[src/rtl/noc_arb_pkg.sv]
// Shared helpers for NoC switch arbiters: width derivation, defaults and one-hot encoding.
package noc_arb_pkg;

  localparam int unsigned DefaultWeightW = 3;
  localparam int unsigned MaxReqs        = 32;

  function automatic int unsigned clog2(input int unsigned n);
    int unsigned r;
    int unsigned v;
    r = 0;
    v = (n > 0) ? n - 1 : 0;
    while (v > 0) begin
      r++;
      v = v >> 1;
    end
    return r;
  endfunction

  function automatic int unsigned id_width(input int unsigned n);
    return (clog2(n) < 1) ? 1 : clog2(n);
  endfunction

  // OR-reduction encoder; only meaningful for one-hot or all-zero inputs.
  function automatic int unsigned onehot_to_idx(input logic [MaxReqs-1:0] oh);
    int unsigned idx;
    idx = 0;
    for (int unsigned i = 0; i < MaxReqs; i++) begin
      if (oh[i]) idx = idx | i;
    end
    return idx;
  endfunction

endpackage

[src/rtl/matrix_prio_core.sv]
// IN_N x IN_N least-recently-served priority matrix; prio_q[i][j] = 1 means i beats j.
module matrix_prio_core
  import noc_arb_pkg::*;
#(
  parameter int unsigned IN_N = 5,
  parameter int unsigned ID_W = id_width(IN_N)
) (
  input  logic            clk_i,
  input  logic            rst_ni,
  input  logic [IN_N-1:0] req_i,
  input  logic            upd_i,
  input  logic [ID_W-1:0] upd_id_i,
  output logic [IN_N-1:0] winner_o
);

  logic [IN_N-1:0][IN_N-1:0] prio_q, prio_d;
  logic [IN_N-1:0]           blocked;

  always_comb begin
    blocked  = '0;
    winner_o = '0;
    for (int i = 0; i < IN_N; i++) begin
      for (int j = 0; j < IN_N; j++) begin
        if (j != i && req_i[j] && prio_q[j][i]) blocked[i] = 1'b1;
      end
      winner_o[i] = req_i[i] & ~blocked[i];
    end
  end

  // Served id drops below everyone: clear its row, set its column.
  always_comb begin
    prio_d = prio_q;
    if (upd_i) begin
      for (int i = 0; i < IN_N; i++) begin
        for (int j = 0; j < IN_N; j++) begin
          if (ID_W'(i) == upd_id_i) begin
            prio_d[i][j] = 1'b0;
          end else if (ID_W'(j) == upd_id_i) begin
            prio_d[i][j] = 1'b1;
          end
        end
      end
    end
  end

  always_ff @(posedge clk_i or negedge rst_ni) begin
    if (!rst_ni) begin
      for (int i = 0; i < IN_N; i++) begin
        for (int j = 0; j < IN_N; j++) begin
          prio_q[i][j] <= (j > i);
        end
      end
    end else begin
      prio_q <= prio_d;
    end
  end

endmodule

[src/rtl/wormhole_matrix_arbiter.sv]
// Packet-locking weighted matrix arbiter for one NoC switch output port.
module wormhole_matrix_arbiter
  import noc_arb_pkg::*;
#(
  parameter int unsigned IN_N     = 5,
  parameter int unsigned WEIGHT_W = DefaultWeightW,
  parameter int unsigned ID_W     = id_width(IN_N)
) (
  input  logic                     clk_i,
  input  logic                     rst_ni,
  input  logic [IN_N-1:0]          req_i,
  input  logic [IN_N-1:0]          last_i,
  input  logic                     ack_i,
  input  logic [IN_N*WEIGHT_W-1:0] weight_i,
  output logic [IN_N-1:0]          grant_o,
  output logic [ID_W-1:0]          grant_id_o,
  output logic                     grant_valid_o,
  output logic                     locked_o
);

  logic                lock_q, lock_d;
  logic [ID_W-1:0]     owner_q, owner_d;
  logic [WEIGHT_W-1:0] cnt_q, cnt_d;
  logic [ID_W-1:0]     cnt_id_q, cnt_id_d;

  logic [IN_N-1:0]     winner;
  logic [IN_N-1:0]     grant;
  logic [ID_W-1:0]     gid;
  logic                gvalid;
  logic                done;
  logic                upd;
  logic [WEIGHT_W-1:0] cnt_base;
  logic [WEIGHT_W-1:0] weight_sel;
  logic [WEIGHT_W:0]   cnt_inc;
  logic [WEIGHT_W:0]   weight_eff;

  matrix_prio_core #(
    .IN_N (IN_N),
    .ID_W (ID_W)
  ) u_prio (
    .clk_i    (clk_i),
    .rst_ni   (rst_ni),
    .req_i    (req_i),
    .upd_i    (upd),
    .upd_id_i (gid),
    .winner_o (winner)
  );

  // Outputs are forced low during reset even though arbitration is combinational.
  always_comb begin
    grant = '0;
    if (!rst_ni) begin
      grant = '0;
    end else if (lock_q) begin
      grant = req_i & (IN_N'(1) << owner_q);
    end else begin
      grant = winner;
    end
  end

  assign gid    = ID_W'(onehot_to_idx(MaxReqs'(grant)));
  assign gvalid = |grant;
  assign done   = gvalid & ack_i & last_i[gid];

  always_comb begin
    cnt_id_d = cnt_id_q;
    cnt_base = cnt_q;
    // A fresh winner restarts its burst before this cycle's completion counts.
    if (!lock_q && gvalid && (gid != cnt_id_q)) begin
      cnt_id_d = gid;
      cnt_base = '0;
    end
    weight_sel = weight_i[32'(gid) * WEIGHT_W +: WEIGHT_W];
    weight_eff = (weight_sel == '0) ? (WEIGHT_W + 1)'(1) : {1'b0, weight_sel};
    cnt_inc    = {1'b0, cnt_base} + (WEIGHT_W + 1)'(1);
    cnt_d      = cnt_base;
    upd        = 1'b0;
    if (done) begin
      if (cnt_inc >= weight_eff) begin
        upd   = 1'b1;
        cnt_d = '0;
      end else begin
        cnt_d = cnt_inc[WEIGHT_W-1:0];
      end
    end
  end

  always_comb begin
    lock_d  = lock_q;
    owner_d = owner_q;
    if (!lock_q) begin
      if (gvalid && !done) begin
        lock_d  = 1'b1;
        owner_d = gid;
      end
    end else if (done) begin
      lock_d = 1'b0;
    end
  end

  always_ff @(posedge clk_i or negedge rst_ni) begin
    if (!rst_ni) begin
      lock_q   <= 1'b0;
      owner_q  <= '0;
      cnt_q    <= '0;
      cnt_id_q <= '0;
    end else begin
      lock_q   <= lock_d;
      owner_q  <= owner_d;
      cnt_q    <= cnt_d;
      cnt_id_q <= cnt_id_d;
    end
  end

  assign grant_o       = grant;
  assign grant_id_o    = gid;
  assign grant_valid_o = gvalid;
  assign locked_o      = lock_q;

endmodule

[config.mk]
export PLATFORM = sky130hd
export DESIGN_NAME = wormhole_matrix_arbiter
export DESIGN_NICKNAME = d
export VERILOG_FILES = /design/src/rtl/noc_arb_pkg.sv /design/src/rtl/matrix_prio_core.sv /design/src/rtl/wormhole_matrix_arbiter.sv
export SDC_FILE = /design/constraint.sdc
export NUM_CORES = 1
export LEC_CHECK = 0
export ABC_CLOCK_PERIOD_IN_PS = 5530
export CAP_MARGIN = 20
export CORE_MARGIN = 2
export CORE_UTILIZATION = 30
export DETAILED_ROUTE_END_ITERATION = 10
export PLACE_DENSITY = 0.59
export SYNTH_ARGS = -nofsm -noshare
export SYNTH_HDL_FRONTEND = slang
export SYNTH_SLANG_ARGS = --single-unit
[constraint.sdc]
create_clock -name clk_i -period 5.53 [get_ports clk_i]
set_input_delay 0.553 -clock clk_i [delete_from_list [all_inputs] [get_ports clk_i]]
set_output_delay 0.553 -clock clk_i [all_outputs]
set_load 0.005 [all_outputs]
; ---- After elaboration in Yosys (flattened, before gate mapping)
; Cells that the tools add are included.
[op_classes]
n_addsub = 1
multipliers = 1
div_mod_pow = 0
n_lt_le_gt_ge = 2
eq_ne = 5
shifts = 2
mux = 62
bitwise = 14
n_reduce_logical = 49
[ops]
columns = op, count
row1 = 2-to-1 mux 1 bit, 52
row2 = logical AND 1 bit, 23
row3 = AND reduction 2 bit, 11
row4 = nonzero test 2 bit, 10
row5 = 2-to-1 mux 3 bit, 5
row6 = variable part select 15 x 6 -> 3 bit, 1
row7 = 2-to-1 mux 5 bit, 2
row8 = AND 1 bit, 7
row9 = "equality test 2 x 3 -> 1 bit, first input constant", 2
row10 = logical NOT 3 bit, 2
row11 = NOT 1 bit, 6
row12 = AND 5 bit, 1
row13 = "multiplier 3 x 2 -> 5 bit, second input constant", 1
row14 = OR reduction 5 bit, 1
row15 = "left shift 1 x 3 -> 5 bit, first input constant", 1
row16 = "adder 3 x 1 -> 4 bit, second input constant", 1
row17 = >= comparator 4 x 3 -> 1 bit, 1
row18 = "less-than comparator 3 x 4 -> 1 bit, second input constant", 1
row19 = 2-to-1 mux 2 bit, 2
row20 = binary-select mux 1 bit (select 3 bit), 1
row21 = "equality test 1 x 3 -> 1 bit, first input constant", 1
row22 = "equality test 3 bit, first input constant", 1
row23 = inequality test 3 bit, 1
row24 = logical NOT 1 bit, 2
[word_totals]
regBits = 30
latchBits = 0
ram_bits = 0
romBits = 0
in_bits = 28
out_inout_bits = 10
mem_count = 0

; ---- Longest topological paths before layout
[logic_depth]
word_depth = 21
mapped_depth = 20

; ---- Hierarchy
; A second synthesis with hierarchy kept.
[unflattened]
cells_unflattened = 231
area_unflattened_um2 = 2138.3
[by_module_without_submodules]
columns = module, n_inst, cells_per_inst, area_each_um2, seq_area_each_um2
row1 = wormhole_matrix_arbiter, 1, 133, 1189.9, 250.2
row2 = matrix_prio_core, 1, 98, 948.4, 513.0

; ---- Worst setup path before layout
; Ideal clock, no wire load.
[synth_timing]
path_kind = input-to-reg
from = input port rst_ni
to = register u_prio.prio_q[9] (netlist bit)
setup_time_ps = 83
arrival_time_ps = 3953
t_required_ps = 5447
slack_ps = 1494
stages = 19
n_path_buf = 1
path_cell_list = nand4b_1 -> or2_1 -> and2_4 -> inv_2 -> nor2_1 -> inv_1 -> buf_1 -> nand2_1 -> nand3_1 -> a31oi_1 -> a221o_1 -> ha_1 -> nand2b_1 -> a21o_1 -> a21o_1 -> a311oi_2 -> a21o_1 -> nor2_1 -> a221o_1
[synth_lines]
columns = element, line_no
row1 = "start, declared", wormhole_matrix_arbiter.sv:10  ; input logic rst_ni,
row2 = 2-to-1 mux 5 bit (*), wormhole_matrix_arbiter.sv:52  ; if (!rst_ni) begin
row3 = named net grant_o[3], wormhole_matrix_arbiter.sv:15  ; output logic [IN_N-1:0] grant_o,
row4 = 2-to-1 mux 2 bit (*), noc_arb_pkg.sv:28  ; if (oh[i]) idx = idx | i;
row5 = 2-to-1 mux 3 bit (*), noc_arb_pkg.sv:28
row6 = named net grant_id_o[0], wormhole_matrix_arbiter.sv:16  ; output logic [ID_W-1:0] grant_id_o,
row7 = multiplier 3 x 2 -> 5 bit or inequality test 3 bit (tied branches), "wormhole_matrix_arbiter.sv:73, wormhole_matrix_arbiter.sv:69"
row8 = variable part select 15 x 6 -> 3 bit or logical AND 1 bit (tied branches), "wormhole_matrix_arbiter.sv:73, wormhole_matrix_arbiter.sv:69"
row9 = logical NOT 3 bit or 2-to-1 mux 3 bit (tied branches), "wormhole_matrix_arbiter.sv:74, wormhole_matrix_arbiter.sv:69"
row10 = 2-to-1 mux 3 bit or adder 3 x 1 -> 4 bit (tied branches), "wormhole_matrix_arbiter.sv:74, wormhole_matrix_arbiter.sv:75"
row11 = >= comparator 4 x 3 -> 1 bit, wormhole_matrix_arbiter.sv:79  ; if (cnt_inc >= weight_eff) begin
row12 = 2-to-1 mux 1 bit, wormhole_matrix_arbiter.sv:79
row13 = 2-to-1 mux 1 bit, wormhole_matrix_arbiter.sv:78  ; if (done) begin
row14 = AND reduction 2 bit (no source line), n/a
row15 = "end signal, assigned by index", matrix_prio_core.sv:50  ; prio_q[i][j] <= (j > i);
row16 = "end signal, assigned", matrix_prio_core.sv:54  ; prio_q <= prio_d;
row17 = "end, declared", matrix_prio_core.sv:16  ; logic [IN_N-1:0][IN_N-1:0] prio_q, prio_d;
; Mark *: on every way through the listed nets, which the timed path passes. The rest lies on a longest branch. The select of a mux whose other input is x is not followed.
; A chain may end at the register's enable or synchronous reset.

; ---- Final worst setup path
[layout_timing]
from = input port rst_ni
to = register u_prio.prio_q[9] (netlist bit)
[layout_between]
elab_chain_cells = 13
[layout_rtl]
columns = element, line_no
row1 = 2-to-1 mux 5 bit (*), wormhole_matrix_arbiter.sv:52
row2 = 2-to-1 mux 1 bit, noc_arb_pkg.sv:28
row3 = 2-to-1 mux 2 bit (2 in series), noc_arb_pkg.sv:28
row4 = 2-to-1 mux 3 bit, noc_arb_pkg.sv:28
row5 = multiplier 3 x 2 -> 5 bit or inequality test 3 bit (tied branches), "wormhole_matrix_arbiter.sv:73, wormhole_matrix_arbiter.sv:69"
row6 = variable part select 15 x 6 -> 3 bit or logical AND 1 bit (tied branches), "wormhole_matrix_arbiter.sv:73, wormhole_matrix_arbiter.sv:69"
row7 = logical NOT 3 bit or 2-to-1 mux 3 bit (tied branches), "wormhole_matrix_arbiter.sv:74, wormhole_matrix_arbiter.sv:69"
row8 = 2-to-1 mux 3 bit or adder 3 x 1 -> 4 bit (tied branches), "wormhole_matrix_arbiter.sv:74, wormhole_matrix_arbiter.sv:75"
row9 = >= comparator 4 x 3 -> 1 bit, wormhole_matrix_arbiter.sv:79
row10 = 2-to-1 mux 1 bit, wormhole_matrix_arbiter.sv:79
row11 = 2-to-1 mux 1 bit, wormhole_matrix_arbiter.sv:78
row12 = AND reduction 2 bit (no source line), n/a
; Every way passes the cells marked *; elsewhere a longest branch is shown, timed or not. The select of a mux whose other input is x is not followed.

==> results.txt <==
outcome -> completed
initial antenna violation count -> 0
Layout area overhead -> 32.91%
Ys Warns -> 0
commonest non-fill, non-tap cell in the layout -> clkdlybuf4s50_1
hold slack final -> 480.7 ps
first-pass GRT wire length -> 10140 microns
minimum clock period -> 4807 ps
Hold Path Class -> flop to flop
number of global-route vias before repair -> 1937
cts hold-fix bufs -> 0
Cells after DPL -> 328
CTS tree -> yes
total track usage -> 0.1794
Post-synth EDFFs -> 0
Pwr Density -> 481.9 nW/um^2
number of port buffers -> 37
vias per cell -> 5.589
Final Hold Viols -> 0
DRT iter0 DRCs -> 163
syn nets -> 244
Synth Instances -> 212
flop2flop setup slack -> 1070 ps
clock root cell -> clkbuf_8
Setup TNS -> 0 ps
Leakage -> 0.001106 uW
H-tree depth -> 2
Final period util -> 0.8693
gp weighted congestion -> 0.9251
area of the multi-input gates -> 1102 sq um
worst slew pin tran -> 461.4 ps
Hold Path Stages -> 2
clock sinks -> 30
Critical R2R Capture -> u_prio.prio_q[9]
Worst Slack Setup Final -> 722.5 ps
clock buffer depth -> 2
Sequential Area -> 763.2 sq um
Hold Crit Start -> u_prio.prio_q[19]
Synth Cell Area -> 1954 sq um
IO Pins -> 38
# diodes -> 0
Vias -> 1878
Data arrival, critical path -> 5020 ps
Final Skew -> 6.851 ps
register area share after synthesis -> 0.3905
Netlist cell types -> 56
die area -> 7176 sq um
routed wire length -> 6050 microns
Worst-path clk slew -> 70 ps
Layout Cells excl Fill -> 336
Final ANT Viol Nets -> 0
post-synthesis register bit count -> 30
max cap viols -> 0
crit end category -> flop
Starting Density -> 0.3096
Top FF cell, synth -> dfrtp_1
pre-CTS setup slack -> 519.3 ps
Max-slew headroom -> 0.6898
1st-pass router iterations -> 4
syn avg cell area -> 9.219 sq um
largest net degree at the start of global routing -> 16
VDD IR max -> 0.1815 mV
Max Fclk -> 0.2080 GHz
Setup-failing EPs final -> 0
chip width -> 84.71 microns
post-CTS resize count -> 0
CTS buffer count -> 5
total gr overflow -> 0
# fillers -> 640
share of layout cells above drive strength 1 -> 0.1969
Slew Limit Fails -> 0
Core Area -> 6314 sq um
hold endpoint -> u_prio.prio_q[19]
RSZ-0062 raised after global routing -> false
Final Net Count -> 290
Clk Latency, worst-skew pair -> 290 ps
half-perimeter wire length after detailed placement -> 4512 microns
# rows -> 29
worst endpoint required time -> 5740 ps
drt drc -> 0
Crit Path Max Fanout -> 10
worst r2r src -> locked_o
commonest non-fill, non-tap cells in the layout -> clkdlybuf4s50_1 (37), nand2_1 (25), dfrtp_1 (20), nor2_1 (14)
DR WL/cell -> 18.01 microns
Startpoint Class -> input pin
Async SR Flop Fraction -> 1.000
Util after Layout -> 0.4114
buffer count from post-CTS setup fixing -> 0
Die H -> 84.71 microns
critical path class -> input pin to flop
worst reg2reg path depth -> 16
synth_stat cells, drive strengths merged (6+ instances only):
| library cell | count | share of area |
|---|---|---|
| nand3 | 12 | 0.033 |
| a21oi | 6 | 0.021 |
| nor2 | 15 | 0.030 |
| nand2 | 25 | 0.048 |
| a31oi | 6 | 0.022 |
| buf | 6 | 0.019 |
| dfstp | 10 | 0.13 |
| o21ai | 8 | 0.020 |
| and2 | 6 | 0.022 |
| dfrtp | 20 | 0.26 |
| and3 | 6 | 0.019 |
| inv | 10 | 0.020 |
| a21o | 6 | 0.023 |
per-layer routing:
metal | vias up | GRT usage | wire (microns)
li1 | 882 | - | -
met4 | 0 | 0.06782 | 126
met3 | 15 | 0.03540 | 438
met1 | 903 | 0.2541 | 2731
met5 | - | 0 | 0
met2 | 78 | 0.2706 | 2754
final cells by class:
type	count	area share
flip-flops and latches	30	0.2938
clock inverters	2	0.02312
inverters	10	0.01541
well taps	77	0.03709
multi-input cells	163	0.4244
repair buffers	48	0.1744
clock buffers	6	0.03179
worst max-delay path, stage by stage:
cell,delay (ps)
clkdlybuf4s50_1,590
nor2b_1,380
nand4_1,160
and2_4,170
inv_2,160
o21ai_0,120
a221o_1,390
nand2_1,160
and2_1,200
ha_1,270
ha_1,300
a21o_1,160
a21o_1,220
a311oi_2,390
a21o_1,320
nor2_1,120
a221o_1,350
worst max path at each step:
| stage | slack (ps) | start | depth (start not counted) | endpoint |
|---|---|---|---|---|
| floorplan | 1490 | rst_ni | 19 | u_prio.prio_q[9] |
| global placement | 510 | rst_ni | 19 | u_prio.prio_q[23] |
| detailed placement | 520 | rst_ni | 17 | u_prio.prio_q[9] |
| CTS | 790 | rst_ni | 17 | u_prio.prio_q[9] |
| global route | 400 | rst_ni | 17 | u_prio.prio_q[9] |
| finish | 720 | rst_ni | 17 | u_prio.prio_q[9] |
where the power goes:
part           internal (uW)  total [uW]  switching, uW  leakage (uW)
clock                    192         281           88.8     0.0000714
sequential               308         369           61.0      0.000350
combinational            266         602            336      0.000685
total                    766        1250            486       0.00111
flip-flops by register name, summed over array words and instances, names as in the netlist:
signal,cells
u_prio.prio_q,20
cnt_q,3
owner_q,3
locked_o,1
cnt_id_q,3
cells by family after synthesis:
kind of cell,synth area share
muxes,0.02881
and+or+nand+nor,0.2426
xor gates and xnor gates,0.008965
AOI/OAI and AO/OA,0.2580
buffers and inverters,0.04545
adders and majority gates,0.02561
DFF,0.3905
per-stage QoR:
stage | total power [uW] | cell area [sq um]
5_1_grt | 1341 | 2597
4_1_cts | 1250 | 2597
3_5_place_dp | 964.2 | 2455
6_report | 1252 | 2597
3_3_place_gp | 962.2 | 2455
2_1_floorplan | 766.5 | 1954
Note: power is estimated with default switching activity, not from simulation.
